$ cat src/rtl/psi_stream.sv
// psi_stream: streaming private-set-intersection accumulator.
// Collects N party bit-vectors over a valid/ready stream, then presents
// the per-element result o and its popcount card over a valid/ready output.
// Optional macro PSI_THRESHOLD_EN: an element is in the result when at least
// T parties hold it, instead of requiring all N parties to hold it.
module psi_stream #(
    parameter int W = 10,
    parameter int N = 4,
    parameter int T = 4
) (
    input  logic                       clk,
    input  logic                       rst,
    input  logic                       clr,
    input  logic                       in_valid,
    output logic                       in_ready,
    input  logic [W-1:0]               in_data,
    output logic                       out_valid,
    input  logic                       out_ready,
    output logic [W-1:0]               o,
    output logic [$clog2(W+1)-1:0]     card,
    output logic [$clog2(N+1)-1:0]     party_cnt
);

    localparam int CW = $clog2(N + 1);
    localparam int KW = $clog2(W + 1);

    localparam logic ST_ACCUM = 1'b0;
    localparam logic ST_DONE  = 1'b1;

    localparam logic [CW-1:0] N_C   = CW'(N);
    localparam logic [CW-1:0] ONE_C = CW'(1);

    // Parameter sanity: reject illegal party count or threshold at elaboration.
    if (N < 2 || N > 64) begin : g_bad_n
        $error("psi_stream: N out of range");
    end
    if (T < 1 || T > N) begin : g_bad_t
        $error("psi_stream: T out of range");
    end

    function automatic logic [KW-1:0] popcount(input logic [W-1:0] v);
        logic [KW-1:0] c;
        c = {KW{1'b0}};
        for (int i = 0; i < W; i++) begin
            c = c + KW'(v[i]);
        end
        return c;
    endfunction

    logic            state_q, state_d;
    logic [CW-1:0]   party_cnt_q, party_cnt_d;
    logic [W-1:0]    o_q, o_d;
    logic [KW-1:0]   card_q, card_d;
    logic [W-1:0]    result_s;     // result if the current transfer is the last one
    logic            acc_clear_s;  // reinitialise the accumulator this cycle
    logic            acc_upd_s;    // fold in_data into the accumulator this cycle

    // Round control: transfers, entry to DONE, result handshake and abort.
    always_comb begin
        state_d     = state_q;
        party_cnt_d = party_cnt_q;
        o_d         = o_q;
        card_d      = card_q;
        acc_clear_s = 1'b0;
        acc_upd_s   = 1'b0;
        if (clr) begin
            state_d     = ST_ACCUM;
            party_cnt_d = {CW{1'b0}};
            o_d         = {W{1'b0}};
            card_d      = {KW{1'b0}};
            acc_clear_s = 1'b1;
        end else if (state_q == ST_DONE) begin
            if (out_ready) begin
                state_d     = ST_ACCUM;
                party_cnt_d = {CW{1'b0}};
                o_d         = {W{1'b0}};
                card_d      = {KW{1'b0}};
                acc_clear_s = 1'b1;
            end else begin
                state_d = ST_DONE;
            end
        end else if (in_valid) begin
            party_cnt_d = party_cnt_q + ONE_C;
            acc_upd_s   = 1'b1;
            if (party_cnt_q == (N_C - ONE_C)) begin
                state_d = ST_DONE;
                o_d     = result_s;
                card_d  = popcount(result_s);
            end else begin
                state_d = ST_ACCUM;
            end
        end else begin
            state_d = ST_ACCUM;
        end
    end

    // Round control registers.
    always_ff @(posedge clk or posedge rst) begin
        if (rst) begin
            state_q     <= ST_ACCUM;
            party_cnt_q <= {CW{1'b0}};
            o_q         <= {W{1'b0}};
            card_q      <= {KW{1'b0}};
        end else begin
            state_q     <= state_d;
            party_cnt_q <= party_cnt_d;
            o_q         <= o_d;
            card_q      <= card_d;
        end
    end

`ifdef PSI_THRESHOLD_EN
    localparam logic [CW-1:0] T_C = CW'(T);

    logic [CW-1:0] ctr_q   [W];
    logic [CW-1:0] ctr_d   [W];
    logic [CW-1:0] ctr_nxt_s [W];

    // Per-element saturating vote counters and the threshold decision.
    always_comb begin
        for (int i = 0; i < W; i++) begin
            if (in_data[i] && (ctr_q[i] != N_C)) begin
                ctr_nxt_s[i] = ctr_q[i] + ONE_C;
            end else begin
                ctr_nxt_s[i] = ctr_q[i];
            end
            result_s[i] = (ctr_nxt_s[i] >= T_C);
            if (acc_clear_s) begin
                ctr_d[i] = {CW{1'b0}};
            end else if (acc_upd_s) begin
                ctr_d[i] = ctr_nxt_s[i];
            end else begin
                ctr_d[i] = ctr_q[i];
            end
        end
    end

    // Vote counter registers.
    always_ff @(posedge clk or posedge rst) begin
        if (rst) begin
            for (int i = 0; i < W; i++) begin
                ctr_q[i] <= {CW{1'b0}};
            end
        end else begin
            for (int i = 0; i < W; i++) begin
                ctr_q[i] <= ctr_d[i];
            end
        end
    end
`else
    logic [W-1:0] acc_q, acc_d;

    // Intersection accumulator: running AND of all accepted vectors.
    always_comb begin
        result_s = acc_q & in_data;
        if (acc_clear_s) begin
            acc_d = {W{1'b1}};
        end else if (acc_upd_s) begin
            acc_d = result_s;
        end else begin
            acc_d = acc_q;
        end
    end

    // Intersection accumulator register.
    always_ff @(posedge clk or posedge rst) begin
        if (rst) begin
            acc_q <= {W{1'b1}};
        end else begin
            acc_q <= acc_d;
        end
    end
`endif

    assign in_ready  = (state_q == ST_ACCUM);
    assign out_valid = (state_q == ST_DONE);
    assign o         = o_q;
    assign card      = card_q;
    assign party_cnt = party_cnt_q;

endmodule

$ cat config.mk
export PLATFORM = sky130hd
export DESIGN_NAME = psi_stream
export DESIGN_NICKNAME = d
export VERILOG_FILES = /design/src/rtl/psi_stream.sv
export SDC_FILE = /design/constraint.sdc
export NUM_CORES = 1
export LEC_CHECK = 0
export CORE_AREA = 5 5 61 63
export DETAILED_ROUTE_END_ITERATION = 6
export DIE_AREA = 0 0 66 68
export GPL_TIMING_DRIVEN = 0
export PLACE_DENSITY = 0.76
export RECOVER_POWER = 50
export SYNTH_ARGS = -nofsm -noshare
export SYNTH_HDL_FRONTEND = slang
export SYNTH_SLANG_ARGS = --single-unit
$ cat constraint.sdc
create_clock -name clk -period 4.5 [get_ports clk]
set_clock_uncertainty 0.1 [all_clocks]
set_input_delay 0.45 -clock clk [delete_from_list [all_inputs] [get_ports clk]]
set_output_delay 0.45 -clock clk [all_outputs]
set_load 0.02 [all_outputs]
After elaboration in Yosys (flattened, before gate mapping)
Index checks and enable logic that the tools add are counted.
Widths: inputs -> output; s select.
{ "op_classes": {"n_reduce_logical": 5, "mux": 27, "n_eq_ne": 2, "addsub": 10, "bitwise": 2} }
{ "op_table": {"columns": ["operator", "n"], "rows": [
  ["$mux 10", 7],
  ["$add 4x1->4", 6],
  ["$mux 4", 5],
  ["$mux 3", 4],
  ["$mux 1", 11],
  ["$and 10x10->10", 1],
  ["$reduce_bool 3->1", 2],
  ["$add 3x1->4", 1],
  ["$add 2x1->3", 1],
  ["$add 3x1->3 const B", 1],
  ["$eq 3x2->1 const B", 1],
  ["$ne 3x3->1 const B", 1],
  ["$reduce_and 3->1", 1],
  ["$add 1x1->2", 1],
  ["$reduce_and 2->1", 1],
  ["$reduce_bool 2->1", 1],
  ["$not 1->1", 1]
]} }
{ "word_totals": {"elab_cells": 51, "ff_bits": 28, "output_inout_bits": 19} }

Longest topological paths before layout
Gate-level depths: netlist of run 1.
{ "depth": {"word_depth": 14, "ltp_mapped": 12, "depth_no_buf": 12} }

Worst setup path before layout of run 1
No wires, ideal clock.
{ "synth_timing": {"kind": "input to register", "startpoint": "input port in_data[0]", "endpoint": "register card_q[1] (netlist: card[1])", "stages": 11, "arrival_ps": 3222, "required_time_ps": 4336, "setup_slack_ps": 1114, "path_buffers": 0, "setup_ps": 64, "path_cell_list": "and2_1 -> fa_1 -> inv_1 -> fa_1 -> fa_1 -> inv_1 -> ha_1 -> inv_1 -> fa_1 -> nor4_1 -> a21o_1"} }
{ "synth_between": {"elab_chain_cells": 14} }
{ "synth_rtl": {"columns": ["element", "line_no", "text"], "rows": [
  ["start, declared", "16", "input logic [W-1:0] in_data,"],
  ["$and 10x10->10", "155", "result_s = acc_q & in_data;"],
  ["$add 1x1->2", "45", "c = c + KW'(v[i]);"],
  ["$add 2x1->3", "45", null],
  ["$add 3x1->4", "45", null],
  ["$add 4x1->4 (6 in a row)", "45", null],
  ["$mux 4", "85", "if (party_cnt_q == (N_C - ONE_C)) begin"],
  ["$mux 4", "82", "end else if (in_valid) begin"],
  ["$mux 4", "72", "end else if (state_q == ST_DONE) begin"],
  ["$mux 4", "66", "if (clr) begin"],
  ["end signal, assigned", "103", "card_q <= {KW{1'b0}};"],
  ["end signal, assigned", "108", "card_q <= card_d;"],
  ["end, declared", "53", "logic [KW-1:0] card_q, card_d;"]
]} }
Every way passes these cells. The select of a mux whose other input is x is not followed.
A chain may end at the register's enable or synchronous reset.

Worst setup path after layout of run 1
Same ends and word-level chain as after synthesis.

==> flow_summary.yaml, run 1 <==
power_and_ir_drop:
  switching_share: 0.290
  combPwrFrac: 0.285
  ir_drop_mv: 0.174
  seq_power_share: 0.496
  p_int_mw: 0.393
  clkPwrFrac: 0.219
  finalPower_mw: 0.554
  p_sw_mw: 0.161
  power_density_nw_per_um2: 298
  power_leakage_nw: 0.901
drt:
  drt-initial-drc-count: 12
  routed_via_density: 5.00
  detail-route-antenna-nets: 0
  vias: 1050
  post_drt_wl_per_cell_um: 14.1
  wl_um: 2960
  drt_first_pass_iters: 4
  drc: 0
clocking:
  ctsHoldBuffers: 0
  postCtsSetupBuffers: 0
  clk_latency_ns: 0.32
  cts_tree: "built"
  cts_root_buffer: "clkbuf_4"
  htreeDepth: 1
  cts.clk_slew.worst_paths_ns: 0.15
  numCtsBuffers: 3
  ctsResizeCount: 0
  cts.sinks: 28
  ctsLongestPathBuffers: 2
timing:
  rsz0062_at_grt: "false"
  finalSetupTns_ns: 0
  hold_ws_ns: 0.390
  worstMarginPinSlew_ns: 1.01
  hold_viol: 0
  period_share: 0.798
  finalCriticalPeriod_ns: 3.59
  setup_violations: 0
  fmax_mhz: 279
  relSlewSlack: 0.326
  drv_slew: 0
floorplanning:
  dieArea_um2: 4490
  die_y_um: 68
  core_um2: 3180
  die-width_um: 66
  rows: 21
  ios: 34
  start_util: 0.458
placed_design:
  io_buffers: 32
  hpwlAfterDp_um: 2350
  placed_cell_area_um2: 1830
  gp_congestion: 0.716
run_status:
  status: "completed"
grt:
  overflow: 0
  grt_pass1_wl_um: 5060
  first_global_vias: 1083
  antenna_found_initial: 0
  grtUsageTotal: 0.147
  grt_max_degree: 29
synthesis:
  synthFlopType: "dfrtp_1"
  postSynthCellCount: 128
  yosysWarnings: 0
  yosys.area.top_type: "dfrtp_1"
  syn-num-nets: 153
  synth_cell_type_count: 29
  syn_avg_cell_area_um2: 11.4
  ys_top_cells_by_count: "18 x dfrtp_1, 14 x a21o_1, 13 x nand2_1"
  synth_area_um2: 1460
  ys_seq_elements: 28
  async_flop_share: 1.00
  ys_seq_area_frac: 0.490
  synth.top_cells.by_area: "dfrtp_1 31%, dfstp_2 18%, fa_1 8.2%, a21o_1 7.2%, nor4b_1 4.8%"
  synth_top_area_share: 0.309
  synth-edff-count: 0
  synth_most_common_cell: "dfrtp_1"
setup_path:
  r2r_slack_ns: 1.06
  path_class: "in2reg"
  required_ns: 4.68
  worstPathArrival_ns: 3.77
  cp-start-kind: "input pin"
  endpoint_kind: "flop"
  crit_path_max_fanout: 2
final_layout:
  final_core_util: 0.585
  final.fill_count: 284
  diodes: 0
  design_area_um2: 1860
  finalNetCount: 190
  area_delta_synth_final_pct: 27.7
  drive_above_1_share: 0.146
hold_path:
  min_path_type: "reg2reg"
flow_run:
  cap_violations: 0
## path summary, 6_finish.rpt
path	startpoint	endpoint	cells past startpoint
setup / recovery	in_data[0]	card[1]	12
hold / removal	acc_q[9]	acc_q[9]	2
setup reg to reg	acc_q[7]	card[1]	11
hold reg to reg	acc_q[9]	acc_q[9]	2
max in group asynchronous	rst	card[2]	2
min in group asynchronous	rst	o[0]	2
## kinds of logic after synthesis
logic type / share of synthesized area
AOI/OAI and AO/OA: 0.148
xor gates and xnor gates: 0.00601
adders and majority gates: 0.117
buffers and inverters: 0.0644
DFF: 0.490
muxes: 0.0180
and+or+nand+nor: 0.157
## layer usage
layer	share of wire	GRT usage	vias up
li1	-	-	506
met2	0.53	0.244	20
met4	0.0088	0.0457	0
met3	0.031	0.0148	2
met5	0	0	-
met1	0.43	0.203	522
## layout make-up
class	count	area [µm²]	share of cell area
multi-input cells	81	642	0.345
inverters	11	41.3	0.0222
well taps	46	57.6	0.0310
repair buffers	32	320	0.172
plain buffers	8	48.8	0.0262
clock buffers	4	36.3	0.0195
flip-flops and latches	28	713	0.384
## stage by stage
stage          instances  setup WS [ns]
2_1_floorplan        128           1.11
4_1_cts              210          0.909
6_report             210          0.911
3_5_place_dp         206          0.571
5_1_grt              210          0.713
3_3_place_gp         206          0.579
## flip-flops by register name, indices dropped and copies added, names as in the netlist
register	cells
acc_q	10
o	10
card	4
party_cnt	3
out_valid	1
## power by group through the flow
stage	logic, mW	clock network, mW	registers (mW)
final	0.158	0.121	0.274
after global placement	0.153	0	0.278
after floorplan	0.104	0	0.285
after detailed placement	0.159	0	0.279
after CTS	0.162	0.125	0.275
after global routing	0.183	0.134	0.276
## placed cells by master (no fill, tap or decap), drive strengths merged, types with 2 or more instances in the layout
master and count:
nor4 6, and2 7, mux2 2, ha 4
fa 6, nand2 14, a21o 14, nor4b 8
dfstp 10, o21ai 10, clkbuf 6, inv 11
buf 6, o21a 2, dlygate4sd3 2, clkdlybuf4s50 30
a21oi 2, dfrtp 18
## worst max-delay path, cell delays in order
cell,delay (ns)
clkdlybuf4s50_1,0.41
and2_1,0.19
fa_1,0.54
inv_1,0.05
fa_1,0.50
fa_1,0.54
inv_1,0.04
ha_1,0.20
inv_1,0.07
fa_1,0.40
nor4_1,0.26
a21o_1,0.11
(Power assumes the default switching activity.)
==> run 2, diff against run 1 <==
- clock period: 4.5 -> 3.5 ns (I/O delays scaled with it)
==> run 2 against run 1 <==
  * Utilization increased by 1.3 points
  * Hold slack got worse by 0.18 ns
  * Count of clock-buffer cells in the layout unchanged
  * Clock power increased by 31%
  * Die area unchanged
  * First-iteration DRC count increased by 140%
  * Non-clock buffer count increased by 2
  * Wire length increased by 2.6%
==> flow_summary.yaml, run 2 (same netlist as run 1, synthesis figures left out) <==
setup_path:
  cp-start-kind: "input pin"
  path_class: "in2reg"
  crit_path_max_fanout: 2
  required_ns: 3.69
  worstPathArrival_ns: 3.57
  endpoint_kind: "flop"
clocking:
  ctsLongestPathBuffers: 2
  cts_root_buffer: "clkbuf_4"
  cts_tree: "built"
  htreeDepth: 1
  numCtsBuffers: 3
  cts.clk_slew.worst_paths_ns: 0.15
  clk_latency_ns: 0.33
  cts.sinks: 28
grt:
  first_global_vias: 1083
  grt_pass1_wl_um: 5060
  grt_max_degree: 29
  grtUsageTotal: 0.147
  antenna_found_initial: 0
  overflow: 0
final_layout:
  final_common_cell: "clkdlybuf4s50_1"
  finalNetCount: 192
  drive_above_1_share: 0.205
  final_core_util: 0.597
  area_delta_synth_final_pct: 30.4
  diodes: 0
  layoutNonFillerInstCount: 212
  layout.cells.most_common_list: "30 x clkdlybuf4s50_1, 18 x dfrtp_1, 14 x nand2_1, 14 x a21o_1"
  design_area_um2: 1900
drt:
  wl_um: 3030
  drt_first_pass_iters: 4
  detail-route-antenna-nets: 0
  post_drt_wl_per_cell_um: 14.3
  drt-initial-drc-count: 29
  vias: 1069
  routed_via_density: 5.04
  drc: 0
power_and_ir_drop:
  power_leakage_nw: 0.925
  ir_drop_mv: 0.195
  power_density_nw_per_um2: 391
run_status:
  status: "completed"
timing:
  drv_slew: 0
  rsz0062_at_grt: "true"
  hold_viol: 0
  finalSetupTns_ns: 0
  worstMarginPinSlew_ns: 1.01
  relSlewSlack: 0.328
  setup_violations: 0
  finalCriticalPeriod_ns: 3.39
  setup_slack_ns: 0.114
  fmax_mhz: 295
  period_share: 0.968
floorplanning:
  die_y_um: 68
  die-width_um: 66
  core_um2: 3180
  rows: 21
  start_util: 0.458
  dieArea_um2: 4490
  ios: 34
placed_design:
  hpwlAfterDp_um: 2350
  dp.cells: 206
  io_buffers: 32
  dp_slack_ns: -0.329
  gp_congestion: 0.716
  placed_cell_area_um2: 1830
hold_path:
  min_path_type: "in2reg"
flow_run:
  cap_violations: 0
[run 2: changes by cell type in the layout (fill, tap and decap cells not counted), moves of 2 or more]
cell	delta
and2_1	-3
and2_4	+3
buf_4	+2
inv_1	-2
inv_2	+2
nor4_1	-2
nor4_2	+2
[run 2: metrics by stage]
step / power [mW] / hold slack, ns
floorplan: 0.499 / 0.308
global placement: 0.555 / 0.358
detailed placement: 0.564 / 0.365
CTS: 0.721 / 0.326
global route: 0.789 / 0.255
finish: 0.743 / 0.214
[run 2: repair_timing]
action,CTS,global route
setup endpoints to repair,0,2
setup buffers,0,2
hold buffers,0,0
resized for setup,0,11
[run 2: area by class of cell]
type | count | area (µm²)
Timing Repair Buffer | 34 | 338
Clock buffer | 4 | 36.3
Sequential cell | 28 | 713
Buffer | 8 | 41.3
Fill cell | 275 | 1280
Tap cell | 46 | 57.6
Multi-Input combinational cell | 81 | 672
Inverter | 11 | 41.3
[run 2: worst paths after layout]
path                             from       end  slack, ns  cells after the start
min reg2reg                   card[1]   card[1]       0.39                      1
max reg2reg                  acc_q[5]   card[2]       0.13                     12
min in group asynchronous         rst      o[0]       0.57                      2
min                        in_data[5]  acc_q[5]       0.21                      3
max                        in_data[7]   card[2]       0.11                     13
max in group asynchronous         rst      o[7]       2.12                      2
[run 2: metal layers]
metal  routed length [µm]  track usage  up-vias
li1                     -            -      510
met1                 1320        0.203      532
met2                 1560        0.244       23
met3                   89       0.0148        4
met4                   57       0.0457        0
met5                    0            0        -
[run 2: power by group]
group          switching, mW  leakage (nW)  internal (mW)
sequential           0.00875         0.355          0.345
clock                 0.0947        0.0210         0.0637
combinational          0.118         0.549          0.114
[run 2: critical path, stage by stage]
cell and delay (ns):
clkdlybuf4s50_1 0.42, and2_4 0.16, fa_1 0.52, inv_2 0.04
fa_1 0.54, fa_1 0.42, inv_1 0.08, ha_2 0.18
inv_2 0.04, fa_2 0.34, xnor2_2 0.15, nor4_2 0.21
a21o_1 0.11
==> run 3, diff against run 2 <==
- SLEW_MARGIN: unset -> 20
==> results of run 3 <==
Final layout, timing and power as in run 2 (identical DEF).
==> patch, RTL diff (flow settings as in run 3) <==
`W`: 10 -> 8.
--- a/src/rtl/psi_stream.sv
+++ b/src/rtl/psi_stream.sv
@@ -5,5 +5,5 @@
 // T parties hold it, instead of requiring all N parties to hold it.
 module psi_stream #(
-    parameter int W = 10,
+    parameter int W = 8,
     parameter int N = 4,
     parameter int T = 4
Interface: changed (resized in_data and o); port bits go from 34 to 30. No check against the original RTL was run, so the function may have changed too.
==> patch against run 3 <==
Worst setup slack improved by 0.039 ns; wire length shrank 17%; critical path depth shrank 2; die area unchanged; sequential cell count fell by 4; sequential power fell by 15%; combinational power fell by 41%; final area is 20% lower; power fell by 24%; core utilization is 12 points lower; global-route usage down 2.2 points; area after synthesis decreased by 20%; register-to-register slack better by 0.02 ns; clock power shrank 20%; critical path type is now flop to flop; largest cell class unchanged.
==> patch: results (changes against run 3) <==
Pwr
  – Lkg Pwr: 0.686 nW (was 0.925 nW)
  – Max VDD drop: 0.168 mV (was 0.195 mV)
  – Psw: 163 uW (was 221 uW)

Synth
  – Post-synth top cells: nand2_1 (18), dfrtp_1 (16), inv_1 (10) (was dfrtp_1 (18), a21o_1 (14), nand2_1 (13))
  – Number of library cell types mapped by synthesis: 24 (was 29)
  – Adder-Cell Fraction of Synth Area: 12.3% (was 11.7%)
  – Post-synthesis xor/xnor area fraction: 1.51% (was 0.601%)
  – Compound-Gate Fraction of Synth Area: 18.0% (was 14.8%)
  – Mux share of post-synthesis cell area: 0% (was 1.80%)
  – Dominant cells by area after synthesis: dfrtp_1 (34%), dfstp_2 (18%), a32o_1 (6.9%) (was dfrtp_1 (31%), dfstp_2 (18%), fa_1 (8.2%))
  – Post-Syn Instances: 103 (was 128)
  – Seq/Total Area, Yosys: 52.5% (was 49.0%)

Place
  – Hpwl dp: 1920 um (was 2350 um)
  – RD Place Congestion: 0.784 (was 0.716)
  – I/O Buffers: 29 (was 32)
  – Dpl cells: 178 (was 206)

GRT
  – Total Routing Usage GR: 12.4% (was 14.7%)
  – First-pass GRT wire length: 4280 um (was 5060 um)
  – Vias in the first global route: 920 (was 1083)
  – Largest net degree at the start of global routing: 25 (was 29)

Min path
  – Hold Crit Class: flop to flop (was input pin to flop)
  – Hold path start: acc_q[2] (was in_data[5])
  – Hold Path Sink: acc_q[2] (was acc_q[5])

Route
  – Routed WL: 2500 um (was 3030 um)
  – Drt first pass iters: 5 (was 4)
  – Vias per cell: 4.92 (was 5.04)
  – Wire per inst: 13.8 um (was 14.3 um)
  – Iteration-0 DRC Markers: 33 (was 29)

Final layout
  – Share of post-route cells with drive strength above 1: 12.5% (was 20.5%)
  – Final #Nets: 159 (was 192)

Setup path
  – Worst R2R Setup Slack: 0.15 ns (was 0.13 ns)
  – Worst Setup Start Kind: flop (was input pin)
  – Critical path startpoint: acc_q[1] (was in_data[7])
  – Critical path fanouts, max: 3 (was 2)
  – FF-to-FF path depth: 11 (was 12)

Timing
  – Hold Slack: 0.392 ns (was 0.214 ns)

Clocking
  – Reg clk slew, reported paths: 0.13 ns (was 0.15 ns)

Outcome
  – Outcome: finished, final reports clean (unchanged)
patch: power groups by stage:
stage	clock, mW	sequential (mW)	combinational (mW)
final	0.127	0.300	0.136
after global placement	0	0.304	0.134
after floorplan	0	0.308	0.0859
after global routing	0.144	0.302	0.156
after detailed placement	0	0.305	0.140
after CTS	0.129	0.300	0.141
patch: area by class of cell:
| cell class | count | area (um2) |
|---|---|---|
| Fill cell | 327 | 1650 |
| Sequential cell | 24 | 611 |
| Multi-Input combinational cell | 65 | 480 |
| Timing Repair Buffer | 29 | 290 |
| Tap cell | 46 | 57.6 |
| Inverter | 10 | 37.5 |
| Clock buffer | 4 | 26.3 |
| Buffer | 4 | 25.0 |
patch: logic make-up (layout without fill, tap and decap cells):
kind of cell,after synthesis,after routing
AO/OA/AOI/OAI,27,27
buffers and inverters,14,47
XOR/XNOR,2,2
AND/OR/NAND/NOR,27,27
adder cells (fa/ha/maj),9,9
flip-flops,24,24
patch: worst max-delay path: stages, from the launching register on:
cell	delay [ns]
dfstp_2	0.56
nand2_1	0.07
fa_1	0.56
fa_1	0.44
fa_1	0.48
inv_1	0.07
ha_1	0.16
inv_1	0.06
fa_2	0.33
xor2_1	0.15
nor4_1	0.23
a21o_1	0.11
patch: per-stage QoR:
step / TNS [ns] / setup slack (ns)
floorplan: 0 / 0.257
global placement: -0.347 / -0.194
detailed placement: -0.391 / -0.208
CTS: 0 / 0.0916
global route: 0 / 0.0189
finish: 0 / 0.153
patch: metal layers:
layer  part of all wire [%]  vias up  GRT usage (%)
met4                   0.96        0           4.57
met1                     44      438           14.7
met2                     49       30           21.8
li1                       -      422              -
met5                      0        -              0
met3                    5.6        5           3.12
patch: repair_timing:
item                                    in CTS  in global routing
gates resized for setup                      0                  1
hold endpoints to repair                     0                  0
endpoints found under the setup margin       0                  1
hold buffers                                 0                  0
